===== src/rtl/mem_source_if.sv =====
// Bus bundle for mem_source: start/length control, sample-memory read port,
// FIFO write port and status.
interface mem_source_if #(
    parameter int ADDR_WIDTH   = 7,
    parameter int DATA_WIDTH   = 32,
    parameter int CONFIG_WIDTH = 32
);
    logic                    start_i;
    logic [CONFIG_WIDTH-1:0] ilen;
    logic [ADDR_WIDTH-1:0]   mem_addr_o;
    logic                    mem_rd_en_o;
    logic [DATA_WIDTH-1:0]   mem_data_i;
    logic                    Full_i;
    logic                    Write_Enable_o;
    logic [DATA_WIDTH-1:0]   fifo_data_o;
    logic                    busy_o;
    logic                    done;

    modport master (
        output start_i, ilen, mem_data_i, Full_i,
        input  mem_addr_o, mem_rd_en_o, Write_Enable_o, fifo_data_o, busy_o, done
    );

    modport slave (
        input  start_i, ilen, mem_data_i, Full_i,
        output mem_addr_o, mem_rd_en_o, Write_Enable_o, fifo_data_o, busy_o, done
    );
endinterface


===== src/rtl/mem_source.sv =====
// Memory-to-FIFO source engine: streams ilen words from a synchronous-read
// memory into a FIFO through a 2-entry holding buffer that hides read latency.
module mem_source #(
    parameter int ADDR_WIDTH   = 7,
    parameter int DATA_WIDTH   = 32,
    parameter int CONFIG_WIDTH = 32
) (
    input  logic       clk,
    input  logic       rst,
    mem_source_if.slave bus
);
    typedef enum logic [1:0] {IDLE, RUN, DRAIN, DONE} state_t;

    state_t                  state;
    logic [CONFIG_WIDTH-1:0] ilen_q, rd_cnt, wr_cnt, wr_cnt_next;
    logic [DATA_WIDTH-1:0]   hold_q [2];
    logic                    hd;
    logic [1:0]              occ;
    logic                    inflight;
    logic                    busy_q, done_q;
    logic                    wr, issue;

    // An issue is allowed only if the word it returns is guaranteed a slot,
    // counting the word already in flight and any pop this cycle.
    always_comb begin
        wr          = (occ != 2'd0) && !bus.Full_i;
        wr_cnt_next = wr_cnt + CONFIG_WIDTH'(wr);
        issue       = (state == RUN) && (rd_cnt < ilen_q) &&
                      (({1'b0, occ} + {2'b0, inflight} - {2'b0, wr}) < 3'd2);
    end

    assign bus.mem_rd_en_o    = issue;
    assign bus.mem_addr_o     = rd_cnt[ADDR_WIDTH-1:0];
    assign bus.Write_Enable_o = wr;
    assign bus.fifo_data_o    = hold_q[hd];
    assign bus.busy_o         = busy_q;
    assign bus.done           = done_q;

    always_ff @(posedge clk) begin
        if (rst) begin
            state     <= IDLE;
            ilen_q    <= '0;
            rd_cnt    <= '0;
            wr_cnt    <= '0;
            hold_q[0] <= '0;
            hold_q[1] <= '0;
            hd        <= 1'b0;
            occ       <= 2'd0;
            inflight  <= 1'b0;
            busy_q    <= 1'b0;
            done_q    <= 1'b0;
        end else begin
            done_q <= 1'b0;
            // Tail slot sits just past the live entries; capture and pop may coincide.
            if (inflight) hold_q[hd ^ occ[0]] <= bus.mem_data_i;
            if (wr) begin
                hd     <= ~hd;
                wr_cnt <= wr_cnt_next;
            end
            occ      <= occ + {1'b0, inflight} - {1'b0, wr};
            inflight <= issue;
            if (issue) rd_cnt <= rd_cnt + CONFIG_WIDTH'(1);

            case (state)
                IDLE: if (bus.start_i) begin
                    ilen_q    <= bus.ilen;
                    rd_cnt    <= '0;
                    wr_cnt    <= '0;
                    hold_q[0] <= '0;
                    hold_q[1] <= '0;
                    hd        <= 1'b0;
                    occ       <= 2'd0;
                    inflight  <= 1'b0;
                    busy_q    <= 1'b1;
                    state     <= RUN;
                end
                RUN:   if (rd_cnt == ilen_q) state <= DRAIN;
                DRAIN: if (wr_cnt_next == ilen_q) begin
                    state  <= DONE;
                    busy_q <= 1'b0;
                    done_q <= 1'b1;
                end
                DONE:  state <= IDLE;
                default: state <= IDLE;
            endcase
        end
    end
endmodule

===== src/flat_wrapper.sv =====
// flat-port wrapper written by rule: the top's interface ports become plain ports
module mem_source_flat 
#(
    parameter int ADDR_WIDTH   = 7,
    parameter int DATA_WIDTH   = 32,
    parameter int CONFIG_WIDTH = 32
)
  (clk, rst, bus_start_i, bus_ilen, bus_mem_data_i, bus_Full_i, bus_mem_addr_o, bus_mem_rd_en_o, bus_Write_Enable_o, bus_fifo_data_o, bus_busy_o, bus_done);
  mem_source_if #(.ADDR_WIDTH(ADDR_WIDTH), .DATA_WIDTH(DATA_WIDTH), .CONFIG_WIDTH(CONFIG_WIDTH)) bus_i ();
  input  logic clk;
  input  logic rst;
  input wire logic [$bits(bus_i.start_i)-1:0] bus_start_i;
  input wire logic [$bits(bus_i.ilen)-1:0] bus_ilen;
  input wire logic [$bits(bus_i.mem_data_i)-1:0] bus_mem_data_i;
  input wire logic [$bits(bus_i.Full_i)-1:0] bus_Full_i;
  output wire logic [$bits(bus_i.mem_addr_o)-1:0] bus_mem_addr_o;
  output wire logic [$bits(bus_i.mem_rd_en_o)-1:0] bus_mem_rd_en_o;
  output wire logic [$bits(bus_i.Write_Enable_o)-1:0] bus_Write_Enable_o;
  output wire logic [$bits(bus_i.fifo_data_o)-1:0] bus_fifo_data_o;
  output wire logic [$bits(bus_i.busy_o)-1:0] bus_busy_o;
  output wire logic [$bits(bus_i.done)-1:0] bus_done;
  assign bus_i.start_i = bus_start_i;
  assign bus_i.ilen = bus_ilen;
  assign bus_i.mem_data_i = bus_mem_data_i;
  assign bus_i.Full_i = bus_Full_i;
  assign bus_mem_addr_o = bus_i.mem_addr_o;
  assign bus_mem_rd_en_o = bus_i.mem_rd_en_o;
  assign bus_Write_Enable_o = bus_i.Write_Enable_o;
  assign bus_fifo_data_o = bus_i.fifo_data_o;
  assign bus_busy_o = bus_i.busy_o;
  assign bus_done = bus_i.done;
  mem_source #(.ADDR_WIDTH(ADDR_WIDTH), .DATA_WIDTH(DATA_WIDTH), .CONFIG_WIDTH(CONFIG_WIDTH)) u_core (.clk(clk), .rst(rst), .bus(bus_i));
endmodule

===== config.mk =====
export PLATFORM = sky130hd
export DESIGN_NAME = mem_source_flat
export DESIGN_NICKNAME = d
export VERILOG_FILES = /design/src/rtl/mem_source_if.sv /design/src/rtl/mem_source.sv /design/src/flat_wrapper.sv
export SDC_FILE = /design/constraint.sdc
export NUM_CORES = 1
export LEC_CHECK = 0
export CAP_MARGIN = 25
export CORE_MARGIN = 5
export CORE_UTILIZATION = 50
export CTS_CLUSTER_DIAMETER = 150
export CTS_CLUSTER_SIZE = 30
export DETAILED_ROUTE_END_ITERATION = 12
export PLACE_DENSITY = 0.71
export SYNTH_ARGS = -nofsm -noshare
export SYNTH_HDL_FRONTEND = slang
export SYNTH_SLANG_ARGS = --single-unit

===== constraint.sdc =====
create_clock -name clk -period 5.3 [get_ports clk]
set_clock_uncertainty 0.05 [all_clocks]
set_input_delay 1.06 -clock clk [delete_from_list [all_inputs] [get_ports clk]]
set_output_delay 1.06 -clock clk [all_outputs]
set_load 0.01 [all_outputs]

==> results of run 1 <==
worst register-to-register path, delay by kind of cell, from the launching register on:
family | cells | cell delay, ns
adder cells (fa/ha/maj) | 1 | 0.25
AO/OA/AOI/OAI | 5 | 1.07
buffers and inverters | 2 | 0.31
AND/OR/NAND/NOR | 4 | 1.45
flip-flops | 1 | 0.42
multiplexers | 1 | 0.20
metal layers:
metal  vias to the layer above  part of all wire  global-route usage
li1                       3710                 -                   -
met3                        32             0.055              0.0402
met1                      3642              0.47               0.296
met5                         -                 0                   0
met2                       221              0.46               0.341
met4                         0             0.018              0.0695
power groups by stage:
stage               sequential [mW]  clock [mW]  combinational [mW]
detailed placement             1.65           0               0.967
finish                         1.62        1.26               0.966
global route                   1.64        1.34                1.06
CTS                            1.62        1.28               0.973
floorplan                      1.62           0               0.600
global placement               1.64           0               0.954
worst min path at each step:
| stage | to | slack, ns | cells past startpoint |
|---|---|---|---|
| 5_1_grt | u_core.ilen_q[10] | 0.48 | 2 |
| 3_5_place_dp | u_core.ilen_q[2] | 0.44 | 2 |
| 6_report | u_core.ilen_q[2] | 0.45 | 2 |
| 2_1_floorplan | u_core.ilen_q[24] | 0.41 | 2 |
| 4_1_cts | u_core.state[1] | 0.45 | 2 |
| 3_3_place_gp | u_core.ilen_q[2] | 0.43 | 2 |
cell usage after synthesis (all sizes together) (10+ instances only):
| library cell | instances | area share |
|---|---|---|
| a21o | 10 | 0.0082 |
| nand3 | 35 | 0.019 |
| and3 | 10 | 0.0068 |
| nand2 | 110 | 0.045 |
| and2 | 71 | 0.048 |
| nand4 | 35 | 0.025 |
| o211ai | 12 | 0.0098 |
| a21oi | 75 | 0.041 |
| nor3 | 13 | 0.0076 |
| and4 | 10 | 0.0097 |
| or3 | 24 | 0.017 |
| nor2 | 42 | 0.017 |
| o21ai | 29 | 0.016 |
| clkbuf | 43 | 0.018 |
| xnor2 | 33 | 0.031 |
| or4 | 24 | 0.020 |
| inv | 51 | 0.021 |
| edfxtp | 64 | 0.21 |
| mux2 | 32 | 0.039 |
| o31ai | 15 | 0.012 |
| dfxtp | 104 | 0.23 |
| xor2 | 32 | 0.031 |
| buf | 23 | 0.015 |
| ha | 40 | 0.055 |
cell families (layout without fill, tap and decap cells):
logic type | count (synthesis) | after routing | synth area share
AOI/OAI and AO/OA | 170 | 170 | 0.113
xor gates and xnor gates | 65 | 65 | 0.0620
adders and majority gates | 41 | 41 | 0.0567
buffers and inverters | 117 | 210 | 0.0531
DFF | 168 | 168 | 0.436
muxes | 39 | 39 | 0.0469
and+or+nand+nor | 394 | 394 | 0.232
flip-flops by register name, summed over array words and instances, names as in the netlist:
register           count
u_core.occ             2
u_core.rd_cnt         32
u_core.ilen_q         32
u_core.bus.done        1
u_core.hd              1
u_core.state           2
u_core.inflight        1
u_core.wr_cnt         32
u_core.hold_q         64
u_core.bus.busy_o      1
layout by cell type (no fill, tap or decap), types with 3 or more instances in the layout:
cell,instances
nor4_1,7
nor2_1,42
edfxtp_1,64
a31oi_1,7
inv_6,3
and3_1,10
nand3_1,35
nor2b_1,3
inv_8,6
or4_1,22
inv_1,51
ha_1,40
dfxtp_1,104
xor2_1,32
clkbuf_16,17
mux2i_1,7
nand4_1,34
or3_1,22
nor3_1,12
a21oi_1,74
clkdlybuf4s50_1,109
o21ai_0,27
and2_1,71
and4_1,9
mux2_2,32
a21o_1,10
o31ai_1,15
o311ai_0,3
o211ai_1,12
nand2b_1,6
a2111oi_0,3
xnor2_1,33
buf_4,17
nand2_1,110
final cells by class:
type / count / area, um^2
Sequential cell: 168 / 4000
Inverter: 51 / 191
Fill cell: 1592 / 7010
Multi-Input combinational cell: 709 / 4710
Clock inverter: 15 / 173
Clock buffer: 17 / 425
Timing Repair Buffer: 127 / 1230
Tap cell: 229 / 287
through the flow:
| step | cells | area [um^2] | power (mW) | worst slack [ns] | util |
|---|---|---|---|---|---|
| 2_1_floorplan | 994 | 9180 | 2.21 | 0.447 | - |
| 3_3_place_gp | 1284 | 10400 | 2.60 | 0.207 | 0.578 |
| 3_5_place_dp | 1284 | 10400 | 2.62 | 0.183 | 0.578 |
| 4_1_cts | 1316 | 11000 | 3.88 | 0.170 | 0.611 |
| 5_1_grt | 1316 | 11000 | 4.04 | 0.362 | 0.611 |
| 6_report | 1316 | 11000 | 3.85 | 0.546 | 0.611 |
==> impl_results.md, run 1 <==
* Netlist cell types at 53
* Most used DFF post-synth: dfxtp_1
* Post_cts resized at 0
* Final hold slack at 0.447 ns
* Core area at 18000 um^2
* Seq/Total Area, Yosys at 0.436
* R2R Setup Slk at 1.48 ns
* Syn nets at 1103
* Critical R2R Capture: u_core.state[1]
* Vias at 7605
* Post-CTS Setup Bufs at 0
* Hold Buf Count CTS at 0
* RSZ-0062 raised after global routing: false
* Status: completed
* CTS buffer count at 17
* Die extent in y at 146 um
* Total Routing Usage GR at 0.214
* Total grt overflow at 0
* Ports at 111
* CP Capture Type: primary output
* Lkg Pwr at 4.12 nW
* Async set-reset flop share out of synthesis at 0
* Max-slew violations at 0
* Worst hold path class: reg2reg
* Die width at 146 um
* Sequential share of power at 0.421
* Worst EP required at 4.19 ns
* CP Capture Point: bus_mem_rd_en_o
* Antenna diodes at 0
* Crit Path Max Fanout at 2
* Syn Inst Count at 994
* Share of layout cells above drive strength 1 at 0.0865
* Type of the worst setup path: in2out
* Worst r2r src: u_core.occ[0]
* Worst VDD drop at 0.223 mV
* # clock sinks at 168
* Initial drt markers at 598
* Delay-heaviest family, CP: buffers and inverters
* Placer Congestion at 0.911
* Max Cap Viol at 0
* CP max stage cell: clkdlybuf4s50_1
* Pre-antenna DRT Iters at 5
* PortBufs at 110
* Number of enable flip-flop cells after synthesis at 64
* FP Rows at 49
* CTS H-tree lvls at 4
* Post-DP HPWL at 16400 um
* R2R cell count at 13
* Pin count of the biggest net entering global routing at 39
* Final Hold Vio Count at 0
* Starting density of the core at 0.509
* Critical path startpoint: bus_Full_i
* Setup_tns at 0 ns
* Seq cells post-synth at 168
* Crit-path cells: clkdlybuf4s50_1 > o21bai_1 > inv_1 > ha_1 > inv_1 > ha_1 > fa_1 > xnor2_1 > nor3_1 > o2111ai_1 > a211o_1 > inv_1 > dlymetal6s2s_1
* CTS tree: built
* Worst slew pin tran at 0.810 ns
* CP startpoint kind: input pin
* Final ANT Viol Nets at 0
* Max Freq at 0.210 GHz
* First-pass GRT wire length at 37000 um
* Critical path depth in cells at 13
* Synthesized area at 9180 um^2
* Layout area overhead at 20.0%
* Crit-path max cell delay at 0.50 ns
* WL final at 23000 um
* Crit-path most repeated cell: inv_1
* Yosys warns at 0
* Vias per cell at 5.78
* Crit path time final at 4.75 ns
* Number of global-route vias before repair at 7168
* Wire per inst at 17.5 um
* Final setup fails at 0
* Gate power share at 0.251
* Worst skew pair latency at 0.43 ns
* Cell chosen for the clock root: clkbuf_16
* PD cells at 350 nW/um^2
* Crit share post-route at 0.897
* Sw Share at 0.318
* Worst-path clk slew at 0.07 ns
* Syn Area/Cell at 9.24 um^2
* Full die area at 21200 um^2
* Clock power share at 0.328
* Internal power at 2.63 mW
* Final Net Count at 1183
* DRC viols at 0
* Worst Path Buf+Inv at 5
* Crit path arrival time at 3.64 ns
* Hold Startpoint: u_core.ilen_q[2]
* Clk buf depth at 2
* Net Switching at 1.23 mW
* Antenna violations before repair at 0
* Slew margin rel. at 0.460
No activity file was read; power rests on OpenSTA's default activity.
==> run 2, diff against run 1 <==
--- a/config.mk
+++ b/config.mk
@@ -11,7 +11,7 @@
 export CTS_CLUSTER_DIAMETER = 150
 export CTS_CLUSTER_SIZE = 30
 export DETAILED_ROUTE_END_ITERATION = 12
-export PLACE_DENSITY = 0.71
+export PLACE_DENSITY = 0.73
 export SYNTH_ARGS = -nofsm -noshare
 export SYNTH_HDL_FRONTEND = slang
 export SYNTH_SLANG_ARGS = --single-unit
==> run 2 against run 1 <==
Wire length is 0.99% lower; worst setup slack worse by 0.33 ns; first-iteration DRC count down 12%; combinational power increased by 1%; clock-buffer cell count unchanged; via count shrank 0.79%; critical path type unchanged; largest cell class unchanged; largest power group unchanged; highest routed layer unchanged.
==> impl_results.md, run 2 (synthesis gave the netlist of run 1 again) <==
* Fill cells at 1568
* Core area at 18000 um^2
* Post-DP HPWL at 16300 um
* CTS H-tree lvls at 4
* FP Rows at 49
* Internal power at 2.58 mW
* Pre-antenna DRT Iters at 6
* Vias per cell at 5.74
* Final ANT Viol Nets at 0
* Hold Startpoint: u_core.ilen_q[3]
* Clk buf depth at 2
* Top reg by flops: u_core.hold_q
* Setup_tns at 0 ns
* Slew margin rel. at 0.557
* Number of global-route vias before repair at 7177
* CP Capture Type: primary output
* Worst EP required at 4.19 ns
* Placer Congestion at 0.926
* PortBufs at 110
* CP startpoint kind: input pin
* PD cells at 348 nW/um^2
* Max Cap Viol at 0
* WL final at 22800 um
* Total Routing Usage GR at 0.213
* Place WS at 0.160 ns
* Ports at 111
* Sequential share of power at 0.425
* Worst slew pin tran at 0.658 ns
* Gate power share at 0.255
* Clock power share at 0.320
* Type of the worst setup path: in2out
* Sw Share at 0.325
* Max-slew violations at 0
* Worst hold path class: reg2reg
* Hold depth at 2
* R2R Setup Slk at 1.42 ns
* Vias at 7545
* Net Switching at 1.24 mW
* CTS buffer count at 17
* Wire per inst at 17.3 um
* Worst VDD drop at 0.239 mV
* Max Freq at 0.197 GHz
* Die extent in y at 146 um
* Crit Path Max Fanout at 2
* Commonest cells after routing, fill and taps aside: nand2_1, clkdlybuf4s50_1, dfxtp_1
* Lkg Pwr at 4.09 nW
* R2R cell count at 13
* Starting density of the core at 0.509
* Final setup fails at 0
* Initial drt markers at 525
* Worst-path clk slew at 0.07 ns
* Post_cts resized at 0
* Status: completed
* Antenna violations before repair at 0
* Final Hold Vio Count at 0
* Largest register FFs at 64
* Die width at 146 um
* Post-CTS Setup Bufs at 0
* Critical R2R Capture: u_core.state[1]
* Layout area overhead at 19.8%
* Crit share post-route at 0.960
* Share of layout cells above drive strength 1 at 0.0875
* Full die area at 21200 um^2
* DRC viols at 0
* # clock sinks at 168
* RSZ-0062 raised after global routing: false
* WHS Endpoint: u_core.ilen_q[3]
* Total grt overflow at 0
* Pin count of the biggest net entering global routing at 37
* First-pass GRT wire length at 37100 um
* Final hold slack at 0.447 ns
* Worst r2r src: u_core.occ[0]
* Tot Pwr at 3.83 mW
* Antenna diodes at 0
* Cell chosen for the clock root: clkbuf_16
* Hold Buf Count CTS at 0
* Crit path arrival time at 3.98 ns
* Fin util at 0.610
* Worst skew pair latency at 0.43 ns
* Crit path time final at 5.09 ns
* Worst setup slack after layout at 0.214 ns
* CTS tree: built
* Final Net Count at 1182
## run 2: worst max-delay path, cell delays in order
cell,delay [ns]
clkdlybuf4s50_1,0.50
o21bai_1,0.13
inv_1,0.08
ha_1,0.28
inv_1,0.04
ha_1,0.18
fa_1,0.39
xnor2_1,0.15
nor3_2,0.14
o2111ai_2,0.13
a211o_1,0.28
inv_1,0.08
clkdlybuf4s50_1,0.53
## run 2: layout make-up
class,count,area (um^2),area share
clock buffer,17,425,0.0387
inverter,51,191,0.0174
clock inverter,15,153,0.0139
multi-input combinational,709,4720,0.429
timing repair buffer,126,1220,0.111
tap,229,287,0.0260
sequential,168,4000,0.364
## run 2: per-layer routing
metal  vias to the layer above  part of all wire  global-route usage
met1                      3575              0.46               0.296
met5                         -                 0                   0
met4                         0             0.021              0.0634
li1                       3703                 -                   -
met3                        32             0.060              0.0442
met2                       235              0.46               0.336
## run 2: per-stage QoR
| step | std cells | area [um^2] |
|---|---|---|
| after CTS | 1315 | 11000 |
| after global routing | 1315 | 11000 |
| after global placement | 1283 | 10400 |
| after detailed placement | 1283 | 10400 |
| after floorplan | 994 | 9180 |
| final | 1315 | 11000 |
## run 2: how the worst max path moves through the flow
stage                          start               to  slack, ns  cells after the start
after floorplan           bus_Full_i  u_core.state[1]       0.45                     15
after global placement    bus_Full_i  bus_mem_rd_en_o       0.22                     13
after detailed placement  bus_Full_i  bus_mem_rd_en_o       0.16                     13
after CTS                 bus_Full_i  bus_mem_rd_en_o       0.16                     13
after global routing      bus_Full_i  bus_mem_rd_en_o      0.003                     13
final                     bus_Full_i  bus_mem_rd_en_o       0.21                     13
## run 2: power by group through the flow
stage	Sequential [mW]	Combinational [mW]	Clock (mW)
detailed placement	1.65	0.965	0
global placement	1.65	0.951	0
CTS	1.63	0.973	1.24
global route	1.64	1.08	1.30
floorplan	1.62	0.600	0
finish	1.63	0.976	1.22
==> run 3, diff against run 2 <==
--- a/config.mk
+++ b/config.mk
@@ -5,13 +5,14 @@
 export SDC_FILE = /design/constraint.sdc
 export NUM_CORES = 1
 export LEC_CHECK = 0
+export ABC_CLOCK_PERIOD_IN_PS = 5300
 export CAP_MARGIN = 25
 export CORE_MARGIN = 5
-export CORE_UTILIZATION = 50
+export CORE_UTILIZATION = 56
 export CTS_CLUSTER_DIAMETER = 150
 export CTS_CLUSTER_SIZE = 30
 export DETAILED_ROUTE_END_ITERATION = 12
-export PLACE_DENSITY = 0.73
+export PLACE_DENSITY = 0.8
 export SYNTH_ARGS = -nofsm -noshare
 export SYNTH_HDL_FRONTEND = slang
 export SYNTH_SLANG_ARGS = --single-unit
==> run 3 against run 2 <==
Design area hardly changed; register-to-register slack about the same; global-route usage is 3.3 points higher; sequential cell count did not move; wire length increased by 3.8%; cell count down 0.91%.
==> impl_results.md, run 3 (synthesis gave the netlist of run 1 again) <==
* Status: completed
* Full die area at 19100 um^2
* Max Cap Viol at 0
* FP Rows at 46
* Pre-antenna DRT Iters at 5
* PD cells at 351 nW/um^2
* Wire per inst at 18.2 um
* Critical path startpoint: bus_Full_i
* Fill cells at 1299
* Die width at 138 um
* Largest register FFs at 64
* Place WS at 0.194 ns
* Crit path time final at 5.12 ns
* CTS H-tree lvls at 4
* Worst slew pin tran at 0.750 ns
* Max Freq at 0.195 GHz
* Crit path arrival time at 4.01 ns
* Worst VDD drop at 0.248 mV
* Final hold slack at 0.442 ns
* # clock sinks at 168
* Clk buf depth at 2
* Worst skew pair latency at 0.43 ns
* Final Hold Vio Count at 0
* Met1 WL at 10400 um
* Finished layout cell area at 11000 um^2
* WL final at 23700 um
* First-pass GRT wire length at 38300 um
* Final setup fails at 0
* Type of the worst setup path: in2out
* Fin cells at 1303
* Share of layout cells above drive strength 1 at 0.0874
* Commonest cells after routing, fill and taps aside: nand2_1, clkdlybuf4s50_1, dfxtp_1
* Die extent in y at 138 um
* Starting density of the core at 0.574
* Post-DP Area at 10400 um^2
* DR WL met2 at 11300 um
* Lkg Pwr at 4.11 nW
* Total Routing Usage GR at 0.246
* CP Capture Type: primary output
* CTS tree: built
* Post-DP HPWL at 16500 um
* Core area at 16000 um^2
* Hold Startpoint: u_core.state[1]
* Worst-path clk slew at 0.07 ns
* RSZ-0062 raised after global routing: false
* Worst setup slack after layout at 0.185 ns
* Crit share post-route at 0.965
* Total grt overflow at 0
* Hold Buf Count CTS at 0
* CTS buffer count at 17
* Worst EP required at 4.19 ns
* Cell chosen for the clock root: clkbuf_16
* Pin count of the biggest net entering global routing at 44
* Top reg by flops: u_core.hold_q
* Layout area overhead at 19.8%
* Fin util at 0.688
* Max-slew violations at 0
* CP startpoint kind: input pin
* Dpl cells at 1271
* Final Net Count at 1183
* Worst hold path class: reg2reg
* Worst r2r src: u_core.occ[0]
* Number of global-route vias before repair at 7270
* Vias per cell at 5.88
* DRC viols at 0
* Setup_tns at 0 ns
* Max layer used: met4
* Crit Path Max Fanout at 3
* Tot Pwr at 3.86 mW
* DR WL met3 at 1620 um
* Vias at 7656
* Ports at 111
* Antenna diodes at 0
* PortBufs at 110
* Antenna violations before repair at 0
* Initial drt markers at 572
* Slew margin rel. at 0.498
* Final ANT Viol Nets at 0
* Placer Congestion at 0.917
-- run 3: changes by cell type in the layout (fill, tap and decap cells not counted) --
cell | before | now
inv_6 | 1 | 4
clkinv_1 | 0 | 1
inv_8 | 7 | 2
clkinvlp_2 | 0 | 1
bufinv_16 | 0 | 2
buf_4 | 16 | 17
clkinvlp_4 | 3 | 1
clkinv_8 | 1 | 0
clkinv_2 | 0 | 1
-- run 3: worst max-delay path, stage by stage --
cell,delay [ns]
clkdlybuf4s50_1,0.49
o21bai_1,0.13
inv_1,0.10
ha_1,0.28
inv_1,0.04
ha_1,0.19
fa_1,0.48
nor3_2,0.22
o2111ai_2,0.14
a211o_1,0.27
inv_1,0.07
clkdlybuf4s50_1,0.53
-- run 3: where the power goes --
group / internal (mW) / switching (mW) / total, mW
clock network: 0.704 / 0.544 / 1.25
logic: 0.435 / 0.545 / 0.981
registers: 1.52 / 0.108 / 1.63
total: 2.66 / 1.20 / 3.86
-- run 3: final timing paths --
path,endpoint,slack [ns],cells past startpoint
min,u_core.state[1],0.44,2
min reg2reg,u_core.state[1],0.44,2
max,bus_mem_rd_en_o,0.18,12
max reg2reg,u_core.state[1],1.42,13
-- run 3: per-layer routing --
metal | up-vias | GRT usage
li1 | 3706 | -
met1 | 3643 | 0.329
met4 | 0 | 0.0702
met5 | - | 0
met2 | 267 | 0.407
met3 | 40 | 0.0483
-- run 3: what timing repair did --
item,in CTS,in global routing
gates resized for setup,0,2
setup buffers,0,0
endpoints found under the setup margin,0,1
-- run 3: layout make-up --
| cell class | count | area [um^2] | area share |
|---|---|---|---|
| Clock buffer | 17 | 425 | 0.0387 |
| Timing Repair Buffer | 127 | 1230 | 0.112 |
| Multi-Input combinational cell | 709 | 4720 | 0.429 |
| Clock inverter | 15 | 165 | 0.0150 |
| Sequential cell | 168 | 4000 | 0.364 |
| Inverter | 51 | 191 | 0.0174 |
| Tap cell | 216 | 270 | 0.0246 |
